==> config.mk <==
export PLATFORM = sky130hd
export DESIGN_NAME = fir_tdm_mac
export DESIGN_NICKNAME = d
export VERILOG_FILES = /design/src/rtl/fir_tdm_mac_pkg.sv /design/src/rtl/fir_tdm_mac_sat_trunc.sv /design/src/rtl/fir_tdm_mac.sv
export SDC_FILE = /design/constraint.sdc
export NUM_CORES = 1
export LEC_CHECK = 0
export ABC_AREA = 1
export CAP_MARGIN = 20
export CORE_UTILIZATION = 50
export DETAILED_ROUTE_END_ITERATION = 10
export PLACE_DENSITY = 0.65
export SLEW_MARGIN = 20
export SYNTH_ARGS = -nofsm -noshare
export SYNTH_HDL_FRONTEND = slang
export SYNTH_HIERARCHICAL = 1
export SYNTH_SLANG_ARGS = --single-unit
export TNS_END_PERCENT = 30
==> constraint.sdc <==
create_clock -name i_clk -period 7.5 [get_ports i_clk]
set_input_delay 1.875 -clock i_clk [delete_from_list [all_inputs] [get_ports i_clk]]
set_output_delay 1.875 -clock i_clk [all_outputs]
set_load 0.05 [all_outputs]
==> src/rtl/fir_tdm_mac_pkg.sv <==
// Shared fixed-point formats, FSM state encoding and a ceiling-log2 helper
// for the time-multiplexed FIR filter.
package fir_tdm_mac_pkg;

    // Narrow format (9,7): samples and coefficients
    localparam int FX_NARROW_NB  = 9;
    localparam int FX_NARROW_NBF = 7;

    // Wide format (17,10): filter output
    localparam int FX_WIDE_NB    = 17;
    localparam int FX_WIDE_NBF   = 10;

    typedef enum logic [1:0] {
        ST_IDLE = 2'd0,
        ST_MAC  = 2'd1,
        ST_OUT  = 2'd2
    } state_e;

    // Number of bits needed to index 'value' entries (minimum 0)
    function automatic int clog2(input int value);
        int res;
        int rem;
        res = 0;
        rem = value - 1;
        while (rem > 0) begin
            res = res + 1;
            rem = rem >> 1;
        end
        return res;
    endfunction

endpackage

==> src/rtl/fir_tdm_mac_sat_trunc.sv <==
// Requantiser: drops fraction bits (floor, or round-half-up when ROUND=1)
// and saturates the result into a narrower signed word.
module fir_tdm_mac_sat_trunc #(
    parameter int NB_I  = 21,
    parameter int NBF_I = 14,
    parameter int NB_O  = 17,
    parameter int NBF_O = 10,
    parameter int ROUND = 0
) (
    input  logic signed [NB_I-1:0] i_data,
    output logic signed [NB_O-1:0] o_data
);

    localparam int SH  = NBF_I - NBF_O;
    localparam int HSH = (SH > 0) ? (SH - 1) : 0;
    // One guard bit above the input so the rounding add cannot wrap
    localparam int W   = ((NB_I + 1) > NB_O) ? (NB_I + 1) : NB_O;

    localparam logic signed [W-1:0] HALF   = ((ROUND != 0) && (SH > 0)) ? (W'(1) <<< HSH) : W'(0);
    localparam logic signed [W-1:0] HI_LIM = (W'(1) <<< (NB_O - 1)) - W'(1);
    localparam logic signed [W-1:0] LO_LIM = -(W'(1) <<< (NB_O - 1));

    logic signed [W-1:0] ext_s;
    logic signed [W-1:0] shifted_s;

    // Align the binary point, then clamp to the output range
    always_comb begin
        ext_s     = W'(i_data);
        shifted_s = (ext_s + HALF) >>> SH;
        if (shifted_s > HI_LIM) begin
            o_data = HI_LIM[NB_O-1:0];
        end else if (shifted_s < LO_LIM) begin
            o_data = LO_LIM[NB_O-1:0];
        end else begin
            o_data = shifted_s[NB_O-1:0];
        end
    end

endmodule

==> src/rtl/fir_tdm_mac.sv <==
// Time-multiplexed FIR filter: a single multiply-accumulate unit walks all
// N_TAPS taps for each accepted sample, then presents one requantised output.
module fir_tdm_mac
    import fir_tdm_mac_pkg::*;
#(
    parameter int N_TAPS = 8,
    parameter int NB_X   = FX_NARROW_NB,
    parameter int NBF_X  = FX_NARROW_NBF,
    parameter int NB_C   = FX_NARROW_NB,
    parameter int NBF_C  = FX_NARROW_NBF,
    parameter int NB_O   = FX_WIDE_NB,
    parameter int NBF_O  = FX_WIDE_NBF
) (
    input  logic                      i_clk,
    input  logic                      i_rst,
    input  logic                      i_valid,
    output logic                      o_ready,
    input  logic signed [NB_X-1:0]    i_data,
    input  logic                      i_coef_we,
    input  logic [clog2(N_TAPS)-1:0]  i_coef_addr,
    input  logic signed [NB_C-1:0]    i_coef_data,
    output logic                      o_valid,
    output logic signed [NB_O-1:0]    o_data
);

    localparam int AW     = clog2(N_TAPS);
    localparam int NB_P   = NB_X + NB_C;
    localparam int NB_ACC = NB_P + AW;
    localparam int FRAC_P = NBF_X + NBF_C;

    state_e                   state_q;
    logic                     o_ready_q;
    logic                     o_valid_q;
    logic signed [NB_O-1:0]   o_data_q;
    logic signed [NB_ACC-1:0] acc_q;
    logic signed [NB_ACC-1:0] acc_d;
    logic [AW-1:0]            k_q;
    logic [AW-1:0]            wr_ptr_q;
    logic signed [NB_X-1:0]   delay_q [N_TAPS];
    logic signed [NB_C-1:0]   coef_q  [N_TAPS];

    logic                     accept_s;
    logic                     coef_wr_s;
    logic [AW-1:0]            idx_s;
    logic signed [NB_P-1:0]   c_ext_s;
    logic signed [NB_P-1:0]   d_ext_s;
    logic signed [NB_P-1:0]   prod_s;
    logic signed [NB_O-1:0]   sat_out_s;

    assign accept_s  = (state_q == ST_IDLE) && o_ready_q && i_valid;
    assign coef_wr_s = (state_q == ST_IDLE) && i_coef_we;

    // Tap product for the current k; the delay index wraps naturally because N_TAPS is a power of two
    always_comb begin
        idx_s   = wr_ptr_q - k_q;
        c_ext_s = NB_P'(coef_q[k_q]);
        d_ext_s = NB_P'(delay_q[idx_s]);
        prod_s  = c_ext_s * d_ext_s;
        acc_d   = acc_q + NB_ACC'(prod_s);
    end

    // Coefficient bank: writable only while idle so an in-flight sample sees a stable set
    always_ff @(posedge i_clk) begin
        if (i_rst) begin
            for (int i = 0; i < N_TAPS; i++) begin
                coef_q[i] <= '0;
            end
        end else if (coef_wr_s) begin
            coef_q[i_coef_addr] <= i_coef_data;
        end
    end

    // Delay line: the accepted sample lands at the write pointer
    always_ff @(posedge i_clk) begin
        if (i_rst) begin
            for (int i = 0; i < N_TAPS; i++) begin
                delay_q[i] <= '0;
            end
        end else if (accept_s) begin
            delay_q[wr_ptr_q] <= i_data;
        end
    end

    // Control FSM and MAC datapath: IDLE accepts, MAC runs N_TAPS taps, OUT publishes the result
    always_ff @(posedge i_clk) begin
        if (i_rst) begin
            state_q   <= ST_IDLE;
            o_ready_q <= 1'b0;
            o_valid_q <= 1'b0;
            o_data_q  <= '0;
            acc_q     <= '0;
            k_q       <= '0;
            wr_ptr_q  <= '0;
        end else begin
            case (state_q)
                ST_IDLE: begin
                    o_valid_q <= 1'b0;
                    if (accept_s) begin
                        acc_q     <= '0;
                        k_q       <= '0;
                        o_ready_q <= 1'b0;
                        state_q   <= ST_MAC;
                    end else begin
                        o_ready_q <= 1'b1;
                    end
                end
                ST_MAC: begin
                    o_valid_q <= 1'b0;
                    acc_q     <= acc_d;
                    k_q       <= k_q + AW'(1);
                    if (k_q == AW'(N_TAPS - 1)) begin
                        wr_ptr_q <= wr_ptr_q + AW'(1);
                        state_q  <= ST_OUT;
                    end
                end
                ST_OUT: begin
                    o_data_q  <= sat_out_s;
                    o_valid_q <= 1'b1;
                    o_ready_q <= 1'b1;
                    state_q   <= ST_IDLE;
                end
                default: begin
                    o_valid_q <= 1'b0;
                    o_ready_q <= 1'b0;
                    state_q   <= ST_IDLE;
                end
            endcase
        end
    end

    fir_tdm_mac_sat_trunc #(
        .NB_I  (NB_ACC),
        .NBF_I (FRAC_P),
        .NB_O  (NB_O),
        .NBF_O (NBF_O),
        .ROUND (0)
    ) u_sat_trunc (
        .i_data (acc_q),
        .o_data (sat_out_s)
    );

    assign o_ready = o_ready_q;
    assign o_valid = o_valid_q;
    assign o_data  = o_data_q;

endmodule

* After elaboration in Yosys (flattened, before gate mapping)
Memory sizes are Yosys's and may differ from the RTL's. A register that Yosys moved wholly into a read port is not among the register bits.
Index checks and enable logic that the tools add are counted.
** Cells by class
- Magnitude comparators :: 2
- Reductions and logical operators :: 10
- Muxes and demuxes :: 28
- Add/sub/neg operators :: 4
- $mul :: 1
- Equality and inequality tests :: 5
** Operators by type and width (count)
- $pmux W21 S2 :: 1
- $mux W17 :: 2
- $add A21 B18 Y21 :: 1
- $mux W21 :: 1
- $mul A9 B9 Y18 :: 1
- $mux W9 :: 2
- $reduce_or A9 Y1 :: 2
- $gt A17 B17 Y1 const B :: 1
- $lt A17 B17 Y1 const B :: 1
- $mux W3 :: 5
- $mux W1 :: 12
- $add A3 B1 Y3 const B :: 2
- $pmux W3 S2 :: 1
- $reduce_and A2 Y1 :: 3
- $mux W2 :: 2
- $ne A2 B2 Y1 const B :: 2
- $pmux W2 S2 :: 1
- $eq A3 B3 Y1 const B :: 1
- $logic_and A1 B1 Y1 :: 3
- $pmux W1 S3 :: 1
- $sub A3 B3 Y3 :: 1
- $eq A2 B1 Y1 const B :: 1
- $eq A2 B2 Y1 const B :: 1
- $logic_not A2 Y1 :: 1
- $reduce_bool A2 Y1 :: 1
** Word-level totals
- Memories kept :: 2
- Flip-flop bits (word level) :: 48
- RAM bits :: 144
- Output and inout port bits :: 19
- Bits of input ports :: 25
- Logic and storage cells :: 59
** Memory list
- coef_q :: depth 8, bits a word 9, rd ports 1, clocked after Yosys merged registers in 1, write ports 8, line fir_tdm_mac.sv:40 : logic signed [NB_C-1:0] coef_q [N_TAPS];
- delay_q :: depth 8, bits a word 9, rd ports 1, clocked after Yosys merged registers in 0, write ports 8, line fir_tdm_mac.sv:39 : logic signed [NB_X-1:0] delay_q [N_TAPS];

* Logic depth before layout (Yosys ltp)
- Depth in word-level cells :: 8
- Gate-level depth with buffers :: 36
- Depth with buffers taken out :: 34

* Hierarchy
Netlist, hierarchy kept.
** By module, submodules not included
- fir_tdm_mac :: area each 12617.1 µm², cells each 1419, times used 1
- fir_tdm_mac_sat_trunc :: area each 63.8 µm², cells each 17, times used 1

* Least setup slack after synthesis
Ideal clock, no wire load.
- Path type :: register to register
- From :: register wr_ptr_q[0]
- To :: register acc_q[20]
- Period minus slack after synthesis :: 5.993 ns
- Stages on the path, launching flop included :: 35
- Setup slack :: 1.507 ns
- Setup time :: 0.070 ns
- Data arrival time :: 5.922 ns
- Path through :: dfxtp_1 -> inv_1 -> ha_1 -> inv_1 -> fa_1 -> buf_2 -> inv_2 -> buf_2 -> a21oi_1 -> o21ai_0 -> o21ai_0 -> nand2_1 -> nand2_1 -> nor2_1 -> fa_1 -> inv_1 -> fa_1 -> fa_1 -> inv_1 -> fa_1 -> inv_1 -> fa_1 -> inv_1 -> ha_1 -> nand2_1 -> inv_1 -> nand2_1 -> nand2_1 -> nand2_1 -> nand2_1 -> nor2_1 -> nand2_1 -> nand2_1 -> nand3_1 -> a21oi_1
** On the way
- Cells in the longest elaborated chain, start to end :: 5
** Ends and longest elaborated chain
- from (decl) :: line fir_tdm_mac.sv:38 : logic [AW-1:0] wr_ptr_q;
- from (signal assigned) :: line fir_tdm_mac.sv:112 : wr_ptr_q <= wr_ptr_q + AW'(1);
- $sub A3 B3 Y3 :: line fir_tdm_mac.sv:55 : idx_s = wr_ptr_q - k_q;
- $mem_v2 Z8 W9
- $mul A9 B9 Y18 :: line fir_tdm_mac.sv:58 : prod_s = c_ext_s * d_ext_s;
- $add A21 B18 Y21 :: line fir_tdm_mac.sv:59 : acc_d = acc_q + NB_ACC'(prod_s);
- $pmux W21 S2 :: line fir_tdm_mac.sv:95 : case (state_q)
- to (signal assigned) :: line fir_tdm_mac.sv:91 : acc_q <= '0;
- to (signal assigned) :: line fir_tdm_mac.sv:99 : acc_q <= '0;
- to (signal assigned) :: line fir_tdm_mac.sv:109 : acc_q <= acc_d;
- to (decl) :: line fir_tdm_mac.sv:35 : logic signed [NB_ACC-1:0] acc_q;
Every way passes these cells.
A chain may end at the register's enable or synchronous reset.

* Worst setup path after layout
Same ends and word-level chain as after synthesis.

==> summary.md <==
| Metric | Value |
|---|---|
| CP max FO | `11` |
| CTS clk-pin slew, worst paths | `90 ps` |
| Synthesis-to-layout area growth | `10.24%` |
| Biggest area consumer among synthesized cells | `edfxtp_1` |
| Nets | `approximately 1600` |
| Setup bufs post-CTS | `0` |
| Endpoint, Worst Hold | `acc_q[3]$_SDFFE_PP0P_` |
| Worst hold-check path type | `reg -> reg` |
| Number of synthesized flops with an enable pin | `about 140` |
| Total GRT Usage | `a little under a quarter` |
| Inserted Clock Buffers | `17` |
| #FFs+latches synth | `195` |
| Critical Path Source Type | `flip-flop` |
| Vias/cell | `around 5.2` |
| DRC violations left | `0` |
| Cell count after synthesis | `~1400` |
| Slowest Stage Delay on Critical Path | `760 ps` |
| RSZ-0062 raised after global routing | `false` |
| WS Path Type | `reg -> reg` |
| Share of layout cells above drive strength 1 | `~5.0%` |
| CTS tree | `built` |
| IO buf count | `43` |
| R2R Path Start | `wr_ptr_q[0]$_SDFFE_PP0P_` |
| DR vias | `9282` |
| Avg Cell Area, Syn | `8.831 um^2` |
| Violation count after the first detailed-route iteration | `between 600 and 700` |
| Tmin final | `~6600 ps` |
| Root Buffer | `clkbuf_16` |
| CTS max path bufs | `2` |
| H-tree depth | `4` |
| Post-CTS Resized | `0` |
| DIE AREA | `26000 um^2` |
| F_max | `0.1505 GHz` |
| Share of the yosys chip area belonging to registers | `between 40% and 50%` |
| RR Endpoint | `acc_q[20]$_SDFFE_PP0P_` |
| I/O Pins | `44` |
| Most frequent cells in the layout | `291 x nand2_1, 256 x nor2_1, 236 x inv_1, 144 x edfxtp_1, 94 x fa_1` |
| Worst path slowest cell | `fa_1` |
| Skew-Pair Late Insertion Delay | `between 400 and 500 ps` |
| Synth top area cells | `edfxtp_1 34%, fa_1 15%, nand2_1 8.6%` |
| DR WL/cell | `~16 um` |
| Fin. max-slew vios | `0` |
| Number of antenna-violating nets in the routed design | `0` |
| Max cap viols | `0` |
| Crit. End Element | `flip-flop` |
| Warnings from Yosys | `6` |
| Slew headroom | `46.29%` |
| Cell Rows | `between 50 and 60` |
| Cell area after synthesis | `approximately 13000 um^2` |
| Antenna violations before repair | `0` |
| Global-route congestion overflow total | `0` |
| Arrival @ worst endpoint | `7030 ps` |
| Tcrit/Tclk final | `between 80% and 90%` |
| Worst-Margin Slew | `around 800 ps` |
| Setup TNS | `0 ps` |
| Cell mode on critical path | `nand2_1` |
| Final wirelength | `around 29000 um` |
| Async S/R FF share, synth | `0%` |
| CP Data Required Time | `just under 8000 ps` |
| R2r setup slk | `between 800 and 900 ps` |
| Clock skew | `roughly 19 ps` |
| Hold_sp | `acc_q[3]$_SDFFE_PP0P_` |
| R2R depth | `30` |
| Netlist cell types | `37` |
| Sinks on Clock Net | `around 200` |
| Antenna diodes | `0` |
| Ys flop type | `edfxtp_1` |
| Initial core utilization | `between 50% and 60%` |
| Core footprint | `around 25000 um^2` |
| Commonest non-fill, non-tap cell in the layout | `nand2_1` |
| Hold_buf cts | `0` |
| First-pass GRT wire length | `around 48000 um` |
| Die extent in x | `approximately 160 um` |
| Setup violations, final | `0` |
| DP HPWL | `between 20000 and 25000 um` |
| Status | `completed` |
| Vias in the first global route | `about 9400` |
| Chip height | `around 160 um` |
| Gpl congestion | `about 0.90` |
| Total iterations of the first detailed-routing run | `5` |
| Hold Vio Cnt, Final | `0` |
| Post-Syn Nets | `between 1500 and 2000` |
| Yosys top cell area share | `roughly 34%` |
| Hold Path Depth | `2` |
| Largest net degree at the start of global routing | `54` |
==> worst max-delay path by stage <==
stage	startpoint	slack [ps]	end
after floorplan	wr_ptr_q[0]$_SDFFE_PP0P_	1510	acc_q[20]$_SDFFE_PP0P_
after global placement	flip-flop	980	acc_q[19]$_SDFFE_PP0P_
after detailed placement	wr_ptr_q[0]$_SDFFE_PP0P_	870	acc_q[19]$_SDFFE_PP0P_
after CTS	wr_ptr_q[0]$_SDFFE_PP0P_	860	acc_q[19]$_SDFFE_PP0P_
after global routing	wr_ptr_q[0]$_SDFFE_PP0P_	230	acc_q[20]$_SDFFE_PP0P_
final	wr_ptr_q[0]$_SDFFE_PP0P_	860	acc_q[20]$_SDFFE_PP0P_
==> stage by stage <==
step | hold WS (ps) | setup WS, ps | util (%) | cell area, um^2 | cells
2_1_floorplan | 445.2 | 1507 | - | 12680 | 1436
3_3_place_gp | 457.0 | 977.3 | 54.26 | 13350 | 1760
3_5_place_dp | 464.0 | 869.2 | 54.26 | 13350 | 1760
4_1_cts | 474.7 | 857.1 | 56.82 | 13980 | 1792
5_1_grt | 496.1 | 228.3 | 56.82 | 13980 | 1792
6_report | 474.7 | 856.7 | 56.82 | 13980 | 1792
==> layer usage <==
metal | part of all wire [%] | vias to the layer above | global-route usage (%)
met5 | 0 | - | 0
met4 | 1.3 | 0 | 5.317
met3 | 4.4 | 31 | 3.159
met2 | 47 | 226 | 38.91
met1 | 47 | 4458 | 33.29
li1 | - | 4567 | -
==> layout make-up <==
type                    count  area, um^2
flip-flops and latches    195        5345
repair buffers             51       503.0
fillers                  2252       10630
multi-input cells         948        6188
inverters                 242       908.4
clock buffers              17       425.4
well taps                 324       405.4
clock inverters            15       203.9
==> cells by family (layout without fill, tap and decap cells) <==
group                      Yosys count  count (layout)  synth area share, %
AOI/OAI and AO/OA                  170             170                7.578
adders and majority gates          152             152                20.56
buffers and inverters              293             325                9.048
xor gates and xnor gates             3               3               0.2665
and+or+nand+nor                    604             604                18.74
DFF                                195             195                42.15
muxes                               19              19                1.658
==> synth_stat cells (2+ instances only) <==
cell type,number
a21oi_1,78
a32o_1,16
and2_1,2
buf_2,11
buf_4,3
buf_6,3
clkbuf_1,33
clkinv_1,3
dfxtp_1,51
edfxtp_1,144
fa_1,94
ha_1,58
inv_1,236
inv_2,3
mux2_2,16
mux2i_1,3
nand2_1,291
nand2_2,10
nand3_1,29
nand3b_1,6
nor2_1,256
nor3_1,5
o21ai_0,69
o22ai_1,2
or2_2,2
==> state kept, by name, indices dropped and copies added, names as in the netlist, named ones only <==
| register | count |
|---|---|
| o_data | 17 |
| state_q | 2 |
| delay_q | 72 |
| acc_q | 21 |
| wr_ptr_q | 3 |
| o_valid | 1 |
| k_q | 3 |
| coef_q | 72 |
| o_ready | 1 |
==> worst max-delay path: cells and delay by family (launching register included) <==
family          cells  cell delay (ps)
compound gates      1              150
xor+xnor            1              440
fa+ha+maj           8             3800
buf+inv             8              690
flops               1              330
simple gates       12             1170
Power is left out: the tool's default activity adds up to more than one toggle a clock period on the data nets, which glitch-free logic cannot reach.
